$ cat config.mk
export PLATFORM = sky130hd
export DESIGN_NAME = fwd_hazard_unit
export DESIGN_NICKNAME = d
export VERILOG_FILES = /design/src/rtl/fwd_pkg.sv /design/src/rtl/fwd_match_prio.sv /design/src/rtl/fwd_hazard_unit.sv
export SDC_FILE = /design/constraint.sdc
export NUM_CORES = 1
export LEC_CHECK = 0
export CAP_MARGIN = 20
export CELL_PAD_IN_SITES_DETAIL_PLACEMENT = 0
export CELL_PAD_IN_SITES_GLOBAL_PLACEMENT = 1
export CORE_ASPECT_RATIO = 0.5
export CORE_MARGIN = 2
export CORE_UTILIZATION = 40
export DETAILED_ROUTE_END_ITERATION = 8
export PLACE_DENSITY_LB_ADDON = 0.1
export SYNTH_ARGS = -nofsm -noshare
export SYNTH_HDL_FRONTEND = slang
export SYNTH_SLANG_ARGS = --single-unit
$ cat constraint.sdc
create_clock -name clk -period 2.35 [get_ports clk]
set_input_delay 0.3525 -clock clk [delete_from_list [all_inputs] [get_ports clk]]
set_output_delay 0.3525 -clock clk [all_outputs]
set_load 0.05 [all_outputs]
$ cat src/rtl/fwd_pkg.sv
// Shared types and helpers for the forwarding / load-use hazard unit.
// A stage entry carries the destination-side information of one pipeline slot.
package fwd_pkg;

    localparam int ADDR_W_MAX  = 8;
    localparam int SEL_REGFILE = 0;

    typedef struct packed {
        logic                  valid;
        logic                  reg_write;
        logic                  mem_read;
        logic [ADDR_W_MAX-1:0] rd;
    } stage_t;

    function automatic int sel_w(input int fwd_depth);
        return (fwd_depth < 1) ? 1 : $clog2(fwd_depth + 1);
    endfunction

endpackage

$ cat src/rtl/fwd_match_prio.sv
// Matches one source address against the stage shadow: youngest post-EX producer
// select, plus a flag for a load producer whose data is not yet available.
module fwd_match_prio
    import fwd_pkg::*;
#(
    parameter int ADDR_W    = 5,
    parameter int FWD_DEPTH = 2,
    parameter int LOAD_LAT  = 1,
    localparam int SEL_W    = sel_w(FWD_DEPTH)
) (
    input  logic [ADDR_W-1:0] addr,
    input  stage_t            stages [0:FWD_DEPTH],
    output logic [SEL_W-1:0]  sel,
    output logic              load_block
);

    logic [FWD_DEPTH:0] hit;

    always_comb begin
        hit = '0;
        for (int j = 0; j <= FWD_DEPTH; j++) begin
            hit[j] = stages[j].valid && stages[j].reg_write &&
                     (stages[j].rd != '0) && (stages[j].rd == ADDR_W_MAX'(addr));
        end
    end

    always_comb begin
        sel        = SEL_W'(SEL_REGFILE);
        load_block = 1'b0;
        // Walk oldest to youngest so the youngest producer's index is left in sel.
        for (int k = FWD_DEPTH; k >= 1; k--) begin
            if (hit[k]) sel = SEL_W'(k);
        end
        for (int j = 0; j <= FWD_DEPTH; j++) begin
            if (hit[j] && stages[j].mem_read && (j < LOAD_LAT)) load_block = 1'b1;
        end
    end

endmodule

$ cat src/rtl/fwd_hazard_unit.sv
// Parametrised forwarding select and load-use stall generation for the EX stage,
// with a saturating count of stall cycles.
module fwd_hazard_unit
    import fwd_pkg::*;
#(
    parameter int ADDR_W    = 5,
    parameter int NUM_SRC   = 2,
    parameter int FWD_DEPTH = 2,
    parameter int LOAD_LAT  = 1,
    parameter int CNT_W     = 16,
    localparam int SEL_W    = sel_w(FWD_DEPTH)
) (
    input  logic                      clk,
    input  logic                      rst,
    input  logic                      id_valid,
    input  logic [NUM_SRC*ADDR_W-1:0] id_src_addr,
    input  logic [ADDR_W-1:0]         id_rd_addr,
    input  logic                      id_reg_write,
    input  logic                      id_mem_read,
    input  logic                      flush,
    output logic                      stall,
    output logic                      ex_valid,
    output logic [NUM_SRC*SEL_W-1:0]  ex_fwd_sel,
    output logic [CNT_W-1:0]          stall_cnt
);

    stage_t                    stages [0:FWD_DEPTH];
    // Source addresses only matter while the instruction sits in EX.
    logic [ADDR_W-1:0]         ex_src [NUM_SRC];
    logic [NUM_SRC-1:0]        id_block;
    logic [NUM_SRC*SEL_W-1:0]  fwd_sel_raw;
    logic [NUM_SRC-1:0]        unused_fwd_block;
    logic [SEL_W-1:0]          unused_id_sel [NUM_SRC];
    logic                      issue;

    for (genvar i = 0; i < NUM_SRC; i++) begin : g_src
        fwd_match_prio #(.ADDR_W(ADDR_W), .FWD_DEPTH(FWD_DEPTH), .LOAD_LAT(LOAD_LAT)) u_fwd (
            .addr       (ex_src[i]),
            .stages     (stages),
            .sel        (fwd_sel_raw[i*SEL_W +: SEL_W]),
            .load_block (unused_fwd_block[i])
        );

        fwd_match_prio #(.ADDR_W(ADDR_W), .FWD_DEPTH(FWD_DEPTH), .LOAD_LAT(LOAD_LAT)) u_id (
            .addr       (id_src_addr[i*ADDR_W +: ADDR_W]),
            .stages     (stages),
            .sel        (unused_id_sel[i]),
            .load_block (id_block[i])
        );
    end

    assign stall      = id_valid && !flush && (|id_block);
    assign issue      = id_valid && !stall && !flush;
    assign ex_valid   = stages[0].valid;
    assign ex_fwd_sel = stages[0].valid ? fwd_sel_raw : '0;

    always_ff @(posedge clk) begin
        if (rst) begin
            for (int k = 0; k <= FWD_DEPTH; k++) stages[k] <= '0;
            for (int i = 0; i < NUM_SRC; i++) ex_src[i] <= '0;
            stall_cnt <= '0;
        end else begin
            for (int k = FWD_DEPTH; k >= 1; k--) stages[k] <= stages[k-1];
            if (issue) begin
                stages[0].valid     <= 1'b1;
                stages[0].reg_write <= id_reg_write;
                stages[0].mem_read  <= id_mem_read;
                stages[0].rd        <= ADDR_W_MAX'(id_rd_addr);
                for (int i = 0; i < NUM_SRC; i++) ex_src[i] <= id_src_addr[i*ADDR_W +: ADDR_W];
            end else begin
                stages[0] <= '0;
                for (int i = 0; i < NUM_SRC; i++) ex_src[i] <= '0;
            end
            if (stall && (stall_cnt != '1)) stall_cnt <= stall_cnt + 1'b1;
        end
    end

endmodule

==> results.md, run 1 <==
| Parameter | This run | Unit |
|---|---|---|
| Highest achievable clock rate | 436 | MHz |
| Area share of the largest cell type after synthesis | 0.333 | - |
| Measured slew at the worst slew-check pin | 0.525 | ns |
| Setup repair after global routing missed its margin | yes | - |
| Area of all placed cells without fillers | 3100 | um^2 |
| Main synth FF type | sky130_fd_sc_hd__dfxtp_1 | - |
| Hold-fix buffer count after cts | 0 | - |
| Instance count after placement with tap cells included | 350 | - |
| FFs w/ async S/R, synth | 0 | - |
| Type of the worst setup path | reg -> out | - |
| Max-slew violation total from the final report | 0 | - |
| Setup clock skew after layout | 0.00375 | ns |
| Commonest non-fill, non-tap cell in the layout | sky130_fd_sc_hd__clkdlybuf4s50_1 | - |
| Global-route wire length before repair | 8.28 | mm |
| Die area | 6370 | um^2 |
| CTS clk-pin slew, worst paths | 0.06 | ns |
| Total congestion overflow | 0 | - |
| Number of inserted diodes | 0 | - |
| Count of routing violations after the opening detailed-route iteration | 29 | - |
| Non-filler instance count after layout | 358 | - |
| Worst min-delay path category | reg -> reg | - |
| Max-Slew Margin vs Limit | 0.650 | - |
| Required time of the worst setup path | 2.00 | ns |
| Clock net sink count | 48 | - |
| Sink of the worst hold path | stages[10]$_SDFF_PP0_ | - |
| Number of CTS-inserted buffers | 5 | - |
| Most frequent cells in the layout | sky130_fd_sc_hd__clkdlybuf4s50_1 (37), sky130_fd_sc_hd__dfxtp_1 (33), sky130_fd_sc_hd__xor2_1 (22) | - |
| Initial core utilization | 0.416 | - |
| Worst R2R Setup Slack | 0.35 | ns |
| Routed wire per std cell | 13.5 | um |
| Buffer levels on the longest clock path | 2 | - |
| Number of global-route vias before repair | 1802 | - |
| CTS Root Cell | sky130_fd_sc_hd__clkbuf_16 | - |
| Growth of design area from synthesis to finish | 35.9 | % |
| Post-detail-place hpwl | 3.56 | mm |
| Number of instances on the worst hold path | 1 | - |
| Leading area contributor after synthesis | sky130_fd_sc_hd__dfxtp_1 | - |
| Mean Syn Cell Area | 9.93 | um^2 |
| I/O Pins | 43 | - |
| Worst-skew pair later-pin latency | 0.28 | ns |
| CTS tree | built | - |
| Number of cells produced by synthesis | 230 | - |
| Leakage dissipation | 1.13 | nW |
| Number of warnings reported in the yosys synthesis log | 0 | - |
| Area inside the core boundary | 5490 | um^2 |
| Run status | completed | - |
| Standard-cell row count | 19 | - |
| Largest net degree at the start of global routing | 33 | - |
| Fin crit period | 2.30 | ns |
| Max Cap Violations | 0 | - |
| Final setup viols | 0 | - |
| Initial antenna violation count | 0 | - |
| Final total power | 0.00189 | W |
| Post-synthesis register bit count | 48 | - |
| Reg-to-reg critical path endpoint | stall_cnt[2]$_SDFFE_PP0P_ | - |
| Port Buffers | 42 | - |
| RR Startpoint | stall_cnt[0]$_SDFFE_PP0P_ | - |
| Cell area after technology mapping | 2280 | um^2 |
| Via total after detailed routing | 1820 | - |
| Endpoints failing hold | 0 | - |
| Number of distinct library cells after synthesis | 38 | - |
| Largest vdd supply drop | 352 | uV |
| Category of the worst setup path capture point | output pin | - |
| Placement Cell Area | 2900 | um^2 |
| Global-route total usage across every layer | 0.162 | - |
| DRC violation count after routing | 0 | - |
| Average vias per placed instance | 5.08 | - |
| Hold Startpoint | stages[21]$_SDFF_PP0_ | - |
| Total iterations of the first detailed-routing run | 4 | - |
| Total of fill cells in the finished design | 485 | - |
| Die W | 111 | um |
| Final antenna-violating net count | 0 | - |
| Sequential element share of the synthesized area | 0.465 | - |
| CTS H-tree lvls | 2 | - |
| Top cells by area in the synthesized netlist | sky130_fd_sc_hd__dfxtp_1 (33%), sky130_fd_sc_hd__edfxtp_1 (13%), sky130_fd_sc_hd__xor2_1 (8.4%) | - |
| Critical Path Source Type | flop | - |
| Final weighted congestion of routability-driven global placement | 0.813 | - |
| Share of post-route cells with drive strength above 1 | 0.126 | - |
| Die extent in y | 57.4 | um |
| Depth of the worst register-to-register path | 6 | - |
| Maximum fanout count along the critical path | 2 | - |
| Number of enable flip-flop cells after synthesis | 10 | - |
| Final worst path period share | 0.977 | - |
| Arrival time at the worst endpoint | 1.94 | ns |
| Total wire length | 4.84 | mm |
| Final layout net count | 307 | - |
| Pwr/cell area | 608 | nW/um^2 |
## state kept, by name, indices dropped and copies added (netlist names)
name,cells
stages,21
stall_cnt,16
ex_src,10
ex_valid,1
## final cells by class
type	count	area, um^2	share of cell area
multi-input combinational	181	1240	0.400
clock buffer	5	125	0.0403
timing repair buffer	48	515	0.166
inverter	1	3.75	0.00121
clock inverter	2	60.1	0.0193
tap	73	91.3	0.0294
sequential	48	1070	0.344
## what timing repair did
item,CTS,global route
cloned,0,0
pin swaps,3,2
gates resized for setup,6,1
setup buffers,1,0
endpoints found under the setup margin,1,3
hold endpoints to repair,0,0
## power breakdown
group | switching (W) | internal [W]
combinational | 0.0000562 | 0.0000632
sequential | 0.0000138 | 0.000856
clock | 0.000296 | 0.000603
## critical path, stage by stage, from the launching register on
cell	delay [ns]
sky130_fd_sc_hd__edfxtp_1	0.43
sky130_fd_sc_hd__xor2_1	0.18
sky130_fd_sc_hd__or4_4	0.55
sky130_fd_sc_hd__nor4_4	0.33
sky130_fd_sc_hd__buf_12	0.18
## metal layers
metal | GRT usage | vias up | part of all wire
li1 | - | 940 | -
met4 | 0.0375 | 0 | 0.0058
met1 | 0.207 | 854 | 0.47
met3 | 0.0372 | 4 | 0.033
met2 | 0.287 | 22 | 0.49
met5 | 0 | - | 0
## cells by family (layout without fill, tap and decap cells)
logic type	after synthesis	in the layout	synth area share
buffers and inverters	10	56	0.0219
and+or+nand+nor	101	101	0.261
xor gates and xnor gates	30	30	0.115
other	1	10	0.00164
muxes	1	1	0.00493
adders and majority gates	1	1	0.00548
DFF	48	48	0.465
AOI/OAI and AO/OA	38	38	0.125
## Yosys cell counts (3+ instances only)
library cell,number
sky130_fd_sc_hd__a21oi_1,13
sky130_fd_sc_hd__and2_1,20
sky130_fd_sc_hd__buf_2,4
sky130_fd_sc_hd__clkbuf_1,4
sky130_fd_sc_hd__dfxtp_1,38
sky130_fd_sc_hd__edfxtp_1,10
sky130_fd_sc_hd__nand2_1,7
sky130_fd_sc_hd__nand3_1,13
sky130_fd_sc_hd__nand4_1,6
sky130_fd_sc_hd__nor2_1,8
sky130_fd_sc_hd__nor2b_1,16
sky130_fd_sc_hd__nor3_1,5
sky130_fd_sc_hd__nor4_1,3
sky130_fd_sc_hd__o31ai_1,11
sky130_fd_sc_hd__or3_1,3
sky130_fd_sc_hd__or4_1,14
sky130_fd_sc_hd__xnor2_1,8
sky130_fd_sc_hd__xor2_1,22
## worst max path at each step
stage,slack [ns],start,to,depth (start not counted)
2_1_floorplan,-0.03,ex_valid$_SDFF_PP0_,ex_fwd_sel[3],3
3_3_place_gp,0.17,id_src_addr[2],ex_src[0][4]$_SDFFCE_PP0P_,6
3_5_place_dp,0.13,id_src_addr[7],ex_src[0][4]$_SDFFCE_PP0P_,6
4_1_cts,0.02,stages[11]$_SDFF_PP0_,ex_fwd_sel[3],6
5_1_grt,-0.05,stages[11]$_SDFF_PP0_,ex_fwd_sel[3],6
6_report,0.05,ex_src[0][8]$_SDFFCE_PP0P_,ex_fwd_sel[3],4
## through the flow
| stage | setup TNS, ns | setup WS [ns] | util | hold slack, ns |
|---|---|---|---|---|
| 2_1_floorplan | -0.0278 | -0.0278 | - | 0.438 |
| 3_3_place_gp | 0 | 0.172 | 0.527 | 0.449 |
| 3_5_place_dp | 0 | 0.132 | 0.527 | 0.449 |
| 4_1_cts | 0 | 0.0231 | 0.565 | 0.463 |
| 5_1_grt | -0.0554 | -0.0521 | 0.565 | 0.468 |
| 6_report | 0 | 0.0540 | 0.565 | 0.463 |
Power figures use the tool's default switching activity.
==> run 2, diff against run 1 <==
- CAP_MARGIN: 20 -> 0
- SKIP_CTS_REPAIR_TIMING: not set -> 1
==> run 2 against run 1 <==
  * Critical path depth rose by 2
  * Clock power barely moved
  * Utilization rose by 0.34 points
  * Hold slack got worse by 0.00097 ns
  * Clock skew rose by 0.00083 ns
  * Final area rose by 0.60%
  * Die area did not move
  * First-iteration DRC count did not move
  * Maximum frequency fell by 1.0%
  * Sequential power barely moved
  * Worst setup slack got worse by 0.024 ns
  * Highest routed layer unchanged
==> results.md, run 2 (same netlist as run 1, synthesis figures left out) <==
| Parameter | This run | Unit | Change |
|---|---|---|---|
| Run status | completed | - |  |
| Clock net sink count | 48 | - | unchanged |
| Endpoints failing hold | 0 | - | unchanged |
| Critical Path Source Type | flop | - |  |
| Leakage dissipation | 1.14 | nW | +0.59% |
| Final worst path period share | 0.987 | - | +0.0103 |
| Total wire length | 4.86 | mm | +0.41% |
| Global-route total usage across every layer | 0.162 | - | -0.000699 |
| Final antenna-violating net count | 0 | - | unchanged |
| Die extent in y | 57.4 | um | unchanged |
| Max-slew violation total from the final report | 0 | - | unchanged |
| Max Cap Violations | 0 | - | unchanged |
| Total of fill cells in the finished design | 481 | - | -0.82% |
| Biggest register | stages | - |  |
| Setup clock skew after layout | 0.00458 | ns | +0.000828 ns |
| Maximum fanout count along the critical path | 4 | - | +2 |
| Final layout net count | 308 | - | +0.33% |
| Final total power | 0.00189 | W | about the same |
| Via total after detailed routing | 1826 | - | +0.33% |
| Number of CTS-inserted buffers | 5 | - | unchanged |
| Final setup viols | 0 | - | unchanged |
| Int Power | 0.00152 | W | about the same |
| Area taken by flip-flops and latches | 1070 | um^2 | unchanged |
| Fin crit period | 2.32 | ns | +0.0243 ns |
| Die W | 111 | um | unchanged |
| Highest achievable clock rate | 431 | MHz | -1.0% |
| Setup TNS | 0 | ns | unchanged |
| CTS tree | built | - |  |
| Number of global-route vias before repair | 1790 | - | -0.67% |
| Category of the worst setup path capture point | output pin | - |  |
| Combined area of the multi-input logic cells | 1250 | um^2 | +0.50% |
| Worst R2R Setup Slack | 0.37 | ns | +0.02 ns |
| I/O Pins | 43 | - | unchanged |
| Count of routing violations after the opening detailed-route iteration | 29 | - | unchanged |
| Die area | 6370 | um^2 | unchanged |
| Average vias per placed instance | 5.09 | - | about the same |
| Arrival time at the worst endpoint | 1.97 | ns | +0.03 ns |
| Share of post-route cells with drive strength above 1 | 0.133 | - | +0.00655 |
| Combinational Power Share | 0.064 | - | about the same |
| Flip-flop count of the largest register, all copies and words added | 21 | - | unchanged |
| Commonest non-fill, non-tap cell in the layout | sky130_fd_sc_hd__clkdlybuf4s50_1 | - |  |
| Buffer levels on the longest clock path | 2 | - | unchanged |
| Pwr/cell area | 604 | nW/um^2 | -0.67% |
| Largest net degree at the start of global routing | 33 | - | unchanged |
| NetSw | 0.000364 | W | -0.36% |
| Initial antenna violation count | 0 | - | unchanged |
| Number of inserted diodes | 0 | - | unchanged |
| Switching fraction of total power | 0.193 | - | -0.000567 |
| Routed wire per std cell | 13.5 | um | +0.13% |
| Leading registers by flop count | stages: 21 flops, stall_cnt: 16 flops, ex_src: 10 flops | - |  |
| Initial core utilization | 0.416 | - | unchanged |
| Clock power share | 0.475 | - | about the same |
| Final worst slack | 0.0298 | ns | -0.0243 ns |
| Total iterations of the first detailed-routing run | 4 | - | unchanged |
| Area inside the core boundary | 5490 | um^2 | unchanged |
| Measured slew at the worst slew-check pin | 0.528 | ns | +0.00332 ns |
| Setup repair after global routing missed its margin | yes | - |  |
| Final weighted congestion of routability-driven global placement | 0.813 | - | unchanged |
| Port Buffers | 42 | - | unchanged |
| Most frequent cells in the layout | sky130_fd_sc_hd__clkdlybuf4s50_1 (37), sky130_fd_sc_hd__dfxtp_1 (33), sky130_fd_sc_hd__xor2_1 (22) | - |  |
| Total congestion overflow | 0 | - | unchanged |
| CTS clk-pin slew, worst paths | 0.06 | ns | about the same |
| Worst min-delay path category | reg -> reg | - |  |
| CTS H-tree lvls | 2 | - | unchanged |
| Largest vdd supply drop | 351 | uV | -0.33% |
| Standard-cell row count | 19 | - | unchanged |
| Post-Place Setup Slack | 0.132 | ns | unchanged |
| Growth of design area from synthesis to finish | 36.8 | % |  |
| Worst-skew pair later-pin latency | 0.28 | ns | about the same |
| Post-detail-place hpwl | 3.56 | mm | unchanged |
| Required time of the worst setup path | 2.00 | ns | about the same |
| Type of the worst setup path | reg -> out | - |  |
| Global-route wire length before repair | 8.24 | mm | -0.51% |
| Max-Slew Margin vs Limit | 0.648 | - | -0.00221 |
| DRC violation count after routing | 0 | - | unchanged |
| Share of power burned in registers | 0.461 | - | about the same |
| CTS Root Cell | sky130_fd_sc_hd__clkbuf_16 | - |  |
## run 2: changes by cell type in the layout (fill, tap and decap cells not counted), sizes merged
cell and change:
clkbuf +1
## run 2: layout make-up
| class | instances | share of cell area |
|---|---|---|
| clock buffer | 5 | 0.0401 |
| clock inverter | 2 | 0.0192 |
| inverter | 1 | 0.00120 |
| multi-input combinational | 181 | 0.399 |
| sequential | 48 | 0.342 |
| tap | 73 | 0.0292 |
| timing repair buffer | 49 | 0.169 |
## run 2: worst max-delay path: stages, from the launching register on
cell,delay [ns]
sky130_fd_sc_hd__dfxtp_2,0.35
sky130_fd_sc_hd__or4_1,0.52
sky130_fd_sc_hd__o211ai_1,0.25
sky130_fd_sc_hd__buf_4,0.16
sky130_fd_sc_hd__nor4_2,0.05
sky130_fd_sc_hd__nor4_4,0.19
sky130_fd_sc_hd__buf_12,0.18
## run 2: path summary, 6_finish.rpt
check | cells past startpoint | from | to
worst max-delay path | 6 | stages[11]$_SDFF_PP0_ | ex_fwd_sel[3]
worst min-delay path | 1 | stages[31]$_SDFF_PP0_ | stages[20]$_SDFF_PP0_
worst min register to register | 1 | stages[31]$_SDFF_PP0_ | stages[20]$_SDFF_PP0_
worst max register to register | 6 | stall_cnt[0]$_SDFFE_PP0P_ | stall_cnt[2]$_SDFFE_PP0P_
## run 2: power by group through the flow
stage          clock network [W]  registers, W  logic (W)
3_3_place_gp                   0      0.000888   0.000118
3_5_place_dp                   0      0.000888   0.000119
5_1_grt                 0.000957      0.000871   0.000133
2_1_floorplan                  0      0.000887  0.0000623
4_1_cts                 0.000915      0.000870   0.000119
6_report                0.000897      0.000870   0.000120
## run 2: per-stage QoR
stage,hold slack (ns),util,instance area [um^2],cells
final,0.462,0.569,3120,359
after global routing,0.468,0.569,3120,359
after CTS,0.463,0.561,3080,357
after detailed placement,0.449,0.527,2900,350
after global placement,0.449,0.527,2900,350
after floorplan,0.438,-,2340,239
## run 2: metal layers
layer / part of all wire / routed length [um] / GRT usage / up-vias
li1: - / - / - / 939
met1: 0.46 / 2240 / 0.206 / 857
met2: 0.50 / 2410 / 0.286 / 26
met3: 0.037 / 181 / 0.0372 / 4
met4: 0.0058 / 28 / 0.0375 / 0
met5: 0 / 0 / 0 / -
==> run 3, diff against run 2 <==
- SETUP_SLACK_MARGIN: not set -> 0.4
==> run 3 against run 2 <==
  * Clock-buffer cell count up 1
  * Critical endpoint unchanged
  * Critical path depth down 1
  * Final cell count grew 3.1%
  * Maximum frequency shrank 0.63%
  * Worst setup slack got worse by 0.015 ns
  * First-iteration DRC count increased by 110%
  * Sequential power about the same
  * Hold slack got worse by 0.056 ns
==> results.md, run 3 (same netlist as run 1, synthesis figures left out) <==
| Parameter | This run | Unit | Change |
|---|---|---|---|
| Run status | completed | - |  |
| Most frequent cells in the layout | sky130_fd_sc_hd__clkdlybuf4s50_1 (26), sky130_fd_sc_hd__xor2_1 (21), sky130_fd_sc_hd__and2_1 (20), sky130_fd_sc_hd__dfxtp_2 (20), sky130_fd_sc_hd__nor2b_1 (16) | - |  |
| Highest achievable clock rate | 428 | MHz | -0.63% |
| Placement Cell Area | 2930 | um^2 | +1.1% |
| Total of fill cells in the finished design | 468 | - | -2.7% |
| Int Power | 0.00145 | W | -4.6% |
| Max Cap Violations | 0 | - | unchanged |
| Flip-flop count of the largest register, all copies and words added | 21 | - | unchanged |
| Met3 demand-to-capacity share in global routing | 0.0478 | - | +0.0106 |
| Port Buffers | 42 | - | unchanged |
| Worst min-delay path category | in -> reg | - |  |
| Standard-cell row count | 19 | - | unchanged |
| Die W | 111 | um | unchanged |
| Die extent in y | 57.4 | um | unchanged |
| DRC violation count after routing | 0 | - | unchanged |
| Final weighted congestion of routability-driven global placement | 0.792 | - | -2.6% |
| Depth of the worst register-to-register path | 7 | - | +1 |
| Largest net degree at the start of global routing | 31 | - | -6.1% |
| Clock power share | 0.458 | - | -0.017 |
| Reg-to-reg critical path endpoint | stall_cnt[6]$_SDFFE_PP0P_ | - |  |
| Share of power burned in registers | 0.473 | - | +0.012 |
| Buffer levels on the longest clock path | 2 | - | unchanged |
| Die area | 6370 | um^2 | unchanged |
| Category of the worst setup path capture point | output pin | - |  |
| Post-Place Setup Slack | 0.124 | ns | -0.00770 ns |
| Worst R2R Setup Slack | 0.46 | ns | +0.09 ns |
| Total congestion overflow | 0 | - | unchanged |
| CTS H-tree lvls | 2 | - | unchanged |
| Growth of design area from synthesis to finish | 43.4 | % |  |
| Met1 Use GR | 0.197 | - | -0.00900 |
| CTS tree | built | - |  |
| Post-Route Utilization | 0.596 | - | +0.0276 |
| Critical Path Source Type | flop | - |  |
| Crit path from | stages[4]$_SDFF_PP0_ | - |  |
| I/O Pins | 43 | - | unchanged |
| Largest vdd supply drop | 300 | uV | -15% |
| Global-route wire length before repair | 7.98 | mm | -3.1% |
| Average vias per placed instance | 5.15 | - | +1.2% |
| RR Startpoint | stages[26]$_SDFF_PP0_ | - |  |
| Final total power | 0.00184 | W | -2.7% |
| Commonest non-fill, non-tap cell in the layout | sky130_fd_sc_hd__clkdlybuf4s50_1 | - |  |
| Share of post-route cells with drive strength above 1 | 0.242 | - | +0.110 |
| Biggest register | stages | - |  |
| Area inside the core boundary | 5490 | um^2 | unchanged |
| CTS clk-pin slew, worst paths | 0.06 | ns | about the same |
| Max-Slew Margin vs Limit | 0.662 | - | +0.0143 |
| Initial core utilization | 0.416 | - | unchanged |
| Final setup viols | 0 | - | unchanged |
| Maximum fanout count along the critical path | 3 | - | -1 |
| Number of global-route vias before repair | 1732 | - | -3.2% |
| Number of CTS-inserted buffers | 5 | - | unchanged |
| Setup clock skew after layout | 0.00301 | ns | -0.00157 ns |
| Initial antenna violation count | 0 | - | unchanged |
| Max-slew violation total from the final report | 0 | - | unchanged |
| Final antenna-violating net count | 0 | - | unchanged |
| Number of inserted diodes | 0 | - | unchanged |
| Switching fraction of total power | 0.208 | - | +0.0154 |
| Pwr/cell area | 561 | nW/um^2 | -7.2% |
| Final layout net count | 318 | - | +3.2% |
| Most crowded layer after global routing | met2 | - |  |
| Leading registers by flop count | stages: 21 flops, stall_cnt: 16 flops, ex_src: 10 flops | - |  |
| Final worst path period share | 0.994 | - | +0.00631 |
| Type of the worst setup path | reg -> out | - |  |
| Via total after detailed routing | 1904 | - | +4.3% |
| Arrival time at the worst endpoint | 1.98 | ns | about the same |
| Total wire length | 5.28 | mm | +8.7% |
| Area of all placed cells without fillers | 3270 | um^2 | +4.8% |
| Leakage dissipation | 1.31 | nW | +15% |
| Final worst slack | 0.0149 | ns | -0.0148 ns |
| Endpoints failing hold | 0 | - | unchanged |
| Combinational Power Share | 0.069 | - | +0.005 |
| Worst-skew pair later-pin latency | 0.29 | ns | about the same |
| Measured slew at the worst slew-check pin | 0.505 | ns | -0.0230 ns |
| Global-route total usage across every layer | 0.161 | - | -0.000436 |
| Total iterations of the first detailed-routing run | 4 | - | unchanged |
| Setup repair after global routing missed its margin | yes | - |  |
| Met2 Usage GRT | 0.276 | - | -0.00964 |
| Count of routing violations after the opening detailed-route iteration | 60 | - | +110% |
| CTS Root Cell | sky130_fd_sc_hd__clkbuf_16 | - |  |
| Post-detail-place hpwl | 3.64 | mm | +2.5% |
| NetSw | 0.000383 | W | +5.0% |
| Endpoint of the worst setup timing path | ex_fwd_sel[3] | - |  |
| Required time of the worst setup path | 2.00 | ns | about the same |
| Clock net sink count | 48 | - | unchanged |
| Fin crit period | 2.34 | ns | +0.0148 ns |
| Routed wire per std cell | 14.3 | um | +5.4% |
==> run 3: changes by cell type in the layout (fill, tap and decap cells not counted), sizes merged <==
| cell | before | now |
|---|---|---|
| clkdlybuf4s50 | 37 | 26 |
| dlymetal6s2s | 0 | 11 |
| buf | 11 | 22 |
| clkinv | 0 | 1 |
| bufinv | 2 | 1 |
==> run 3: critical path, stage by stage (launching register included) <==
cell                        delay (ns)
sky130_fd_sc_hd__dfxtp_2          0.36
sky130_fd_sc_hd__or4_4            0.14
sky130_fd_sc_hd__o2111ai_2        0.13
sky130_fd_sc_hd__or4_4            0.55
sky130_fd_sc_hd__nor4_4           0.34
sky130_fd_sc_hd__buf_12           0.18
==> run 3: how the worst min path moves through the flow <==
stage / slack (ns) / end / startpoint / cells after the start
2_1_floorplan: 0.44 / stages[10]$_SDFF_PP0_ / stages[21]$_SDFF_PP0_ / 1
3_3_place_gp: 0.46 / stages[10]$_SDFF_PP0_ / stages[21]$_SDFF_PP0_ / 1
3_5_place_dp: 0.47 / stages[9]$_SDFF_PP0_ / stages[20]$_SDFF_PP0_ / 1
4_1_cts: 0.48 / stages[9]$_SDFF_PP0_ / stages[20]$_SDFF_PP0_ / 1
5_1_grt: 0.42 / ex_src[0][6]$_SDFFCE_PP0P_ / id_src_addr[6] / 2
6_report: 0.41 / ex_src[0][4]$_SDFFCE_PP0P_ / id_src_addr[4] / 2
==> run 3: area by class of cell <==
type                       count  area (um^2)  share of cell area
clock inverter                 2         38.8              0.0118
tap                           73         91.3              0.0279
clock buffer                   6          139              0.0424
inverter                       1         3.75             0.00115
timing repair buffer          59          624               0.191
multi-input combinational    181         1280               0.391
sequential                    48         1100               0.335
==> run 3: power by group through the flow <==
stage	clock network [W]	registers (W)	logic (W)
finish	0.000840	0.000869	0.000127
global route	0.000893	0.000871	0.000137
CTS	0.000858	0.000870	0.000118
detailed placement	0	0.000889	0.000118
global placement	0	0.000888	0.000116
floorplan	0	0.000886	0.0000629
==> run 3: stage by stage <==
| step | instances | hold slack (ns) | setup TNS, ns |
|---|---|---|---|
| 2_1_floorplan | 239 | 0.438 | 0 |
| 3_3_place_gp | 353 | 0.461 | 0 |
| 3_5_place_dp | 353 | 0.473 | 0 |
| 4_1_cts | 361 | 0.482 | -0.0828 |
| 5_1_grt | 370 | 0.415 | -0.141 |
| 6_report | 370 | 0.406 | 0 |
==> run 3: per-layer routing <==
layer | wire [um] | up-vias
li1 | - | 955
met1 | 2430 | 894
met2 | 2480 | 43
met3 | 233 | 12
met4 | 133 | 0
met5 | 0 | -
==> variant (config.mk and constraints of run 1) <==
Set the parameter `NUM_SRC` to 1 (it was 2).
--- a/src/rtl/fwd_hazard_unit.sv
+++ b/src/rtl/fwd_hazard_unit.sv
@@ -5,5 +5,5 @@
 #(
     parameter int ADDR_W    = 5,
-    parameter int NUM_SRC   = 2,
+    parameter int NUM_SRC   = 1,
     parameter int FWD_DEPTH = 2,
     parameter int LOAD_LAT  = 1,
Interface: changed (resized ex_fwd_sel and id_src_addr); port bits go from 43 to 36. The function was not compared with the original's and may differ.
==> variant against run 1 <==
- worst hold slack lost 0.0058 ns
- worst setup slack gained 0.11 ns
- first-iteration DRC count is the same
- maximum frequency grew 4.9%
- synthesized area shrank 18%
- routed wire length shrank 19%
- sequential cell count shrank 5
- total power shrank 23%
- final area shrank 19%
- largest power group is now registers
- highest routed layer unchanged
==> variant: results (changes against run 1) <==
cells_and_area:
  drive_gt1_frac: 0.144  # was 0.126
  clk_share: 0.0462  # was 0.0597
  buffer_area_frac: 0.181  # was 0.166
  seqAreaFraction: 0.361  # was 0.344
  syn_to_final_growth_pct: 34.9  # was 35.9%
  n_all_buffers: 45  # was 48
  multi_input_area_share: 0.378  # was 0.400
  num-multi-input-gates: 143  # was 181
  largestRegisters: "stages: 21 flops, stall_cnt: 16 flops, ex_src: 5 flops"  # was stages: 21 flops, stall_cnt: 16 flops, ex_src: 10 flops
  inv_count: 4  # was 1
placed_design:
  place_inst: 292  # was 350
  gp_congestion: 0.774  # was 0.813
  dp_worst_setup_slack_ns: -0.119  # was 0.132 ns
  io_buffer_count: 35  # was 42
power:
  p_leak_nw: 0.877  # was 1.13 nW
  ir_drop_v: 0.000367  # was 0.000352 V
worst_setup_path:
  slowest_stage: "or4b_4"  # was or4_4
  crit_path_start: "id_src_addr[2]"  # was ex_src[0][8]
  cp.arrival_ns: 2.38  # was 1.94 ns
  critPathMaxFanout: 12  # was 2
clock_tree:
  clk_pin_slew_ns: 0.09  # was 0.06 ns
  cts_resized: 0  # was 6
  worstSkewPairLatency_ns: 0.30  # was 0.28 ns
sta:
  clock-skew-final_ns: 0.00867  # was 0.00375 ns
  relSlewSlack: 0.596  # was 0.650
synthesis:
  synthTopCellsByCount: "38 x dfxtp_1, 15 x and2_1, 15 x nor2b_1"  # was 38 x dfxtp_1, 22 x xor2_1, 20 x and2_1
  synth.lib_cells_used.distinct: 40  # was 38
  synth-edff-count: 5  # was 10
  syn_area_per_cell_um2: 9.74  # was 9.93 um^2
  synthTopCellsByArea: "dfxtp_1 41%, edfxtp_1 8.0%, and2_1 5.0%"  # was dfxtp_1 33%, edfxtp_1 13%, xor2_1 8.4%
  yosysSeqAreaShare: 0.487  # was 0.465
global_route:
  grt_use_total: 0.168  # was 0.162
  grt_pass1_wl_mm: 6.72  # was 8.28 mm
routing:
  avgViaCountPerCell: 5.08  # about the same
  drt_pass1_iterations: 5  # was 4
die:
  die-area_mm2: 0.00527  # was 0.00637 mm^2
outcome:
  status: "finished clean"  # unchanged
==> variant: changes by cell type after synthesis, moves of 5 or more <==
cell,before,now
nand2_1,7,1
xor2_1,22,1
o31ai_1,11,1
o21ai_0,2,12
or4_1,14,3
or3_1,3,9
and2_1,20,15
edfxtp_1,10,5
==> variant: power by group through the flow <==
stage	sequential [mW]	combinational (mW)	clock, mW
2_1_floorplan	0.784	0.0444	0
3_3_place_gp	0.784	0.0908	0
3_5_place_dp	0.784	0.0919	0
4_1_cts	0.767	0.0920	0.619
5_1_grt	0.769	0.103	0.642
6_report	0.767	0.0928	0.601
==> variant: worst reg2reg max path, cell delays in order (launching register included) <==
cell     delay, ns
dfxtp_1       0.32
buf_4         0.13
xnor2_1       0.18
nand3_2       0.17
or4_1         0.69
or3_1         0.39
a21oi_1       0.15
==> variant: layer usage <==
| metal | track usage | wire [um] | up-vias |
|---|---|---|---|
| li1 | - | - | 783 |
| met4 | 0.0594 | 36 | 0 |
| met3 | 0.0560 | 180 | 6 |
| met1 | 0.210 | 1900 | 709 |
| met2 | 0.277 | 1790 | 25 |
| met5 | 0 | 0 | - |
==> variant: worst paths after layout <==
path                                      end  slack, ns  cells past startpoint
worst min-delay path               stages[10]       0.46                      1
worst min register to register     stages[10]       0.46                      1
worst max register to register  stall_cnt[11]       0.25                      6
worst max-delay path             stall_cnt[5]       0.16                      6
==> variant: cells by family (layout without fill, tap and decap cells) <==
family	count (synthesis)	count (layout)	share of synthesized area
and+or+nand+nor	91	91	0.300
DFF	43	43	0.487
AOI/OAI and AO/OA	30	30	0.0924
xor gates and xnor gates	13	13	0.0689
buffers and inverters	10	57	0.0254
muxes	3	3	0.0174
adders and majority gates	1	1	0.00669
other	1	5	0.00201
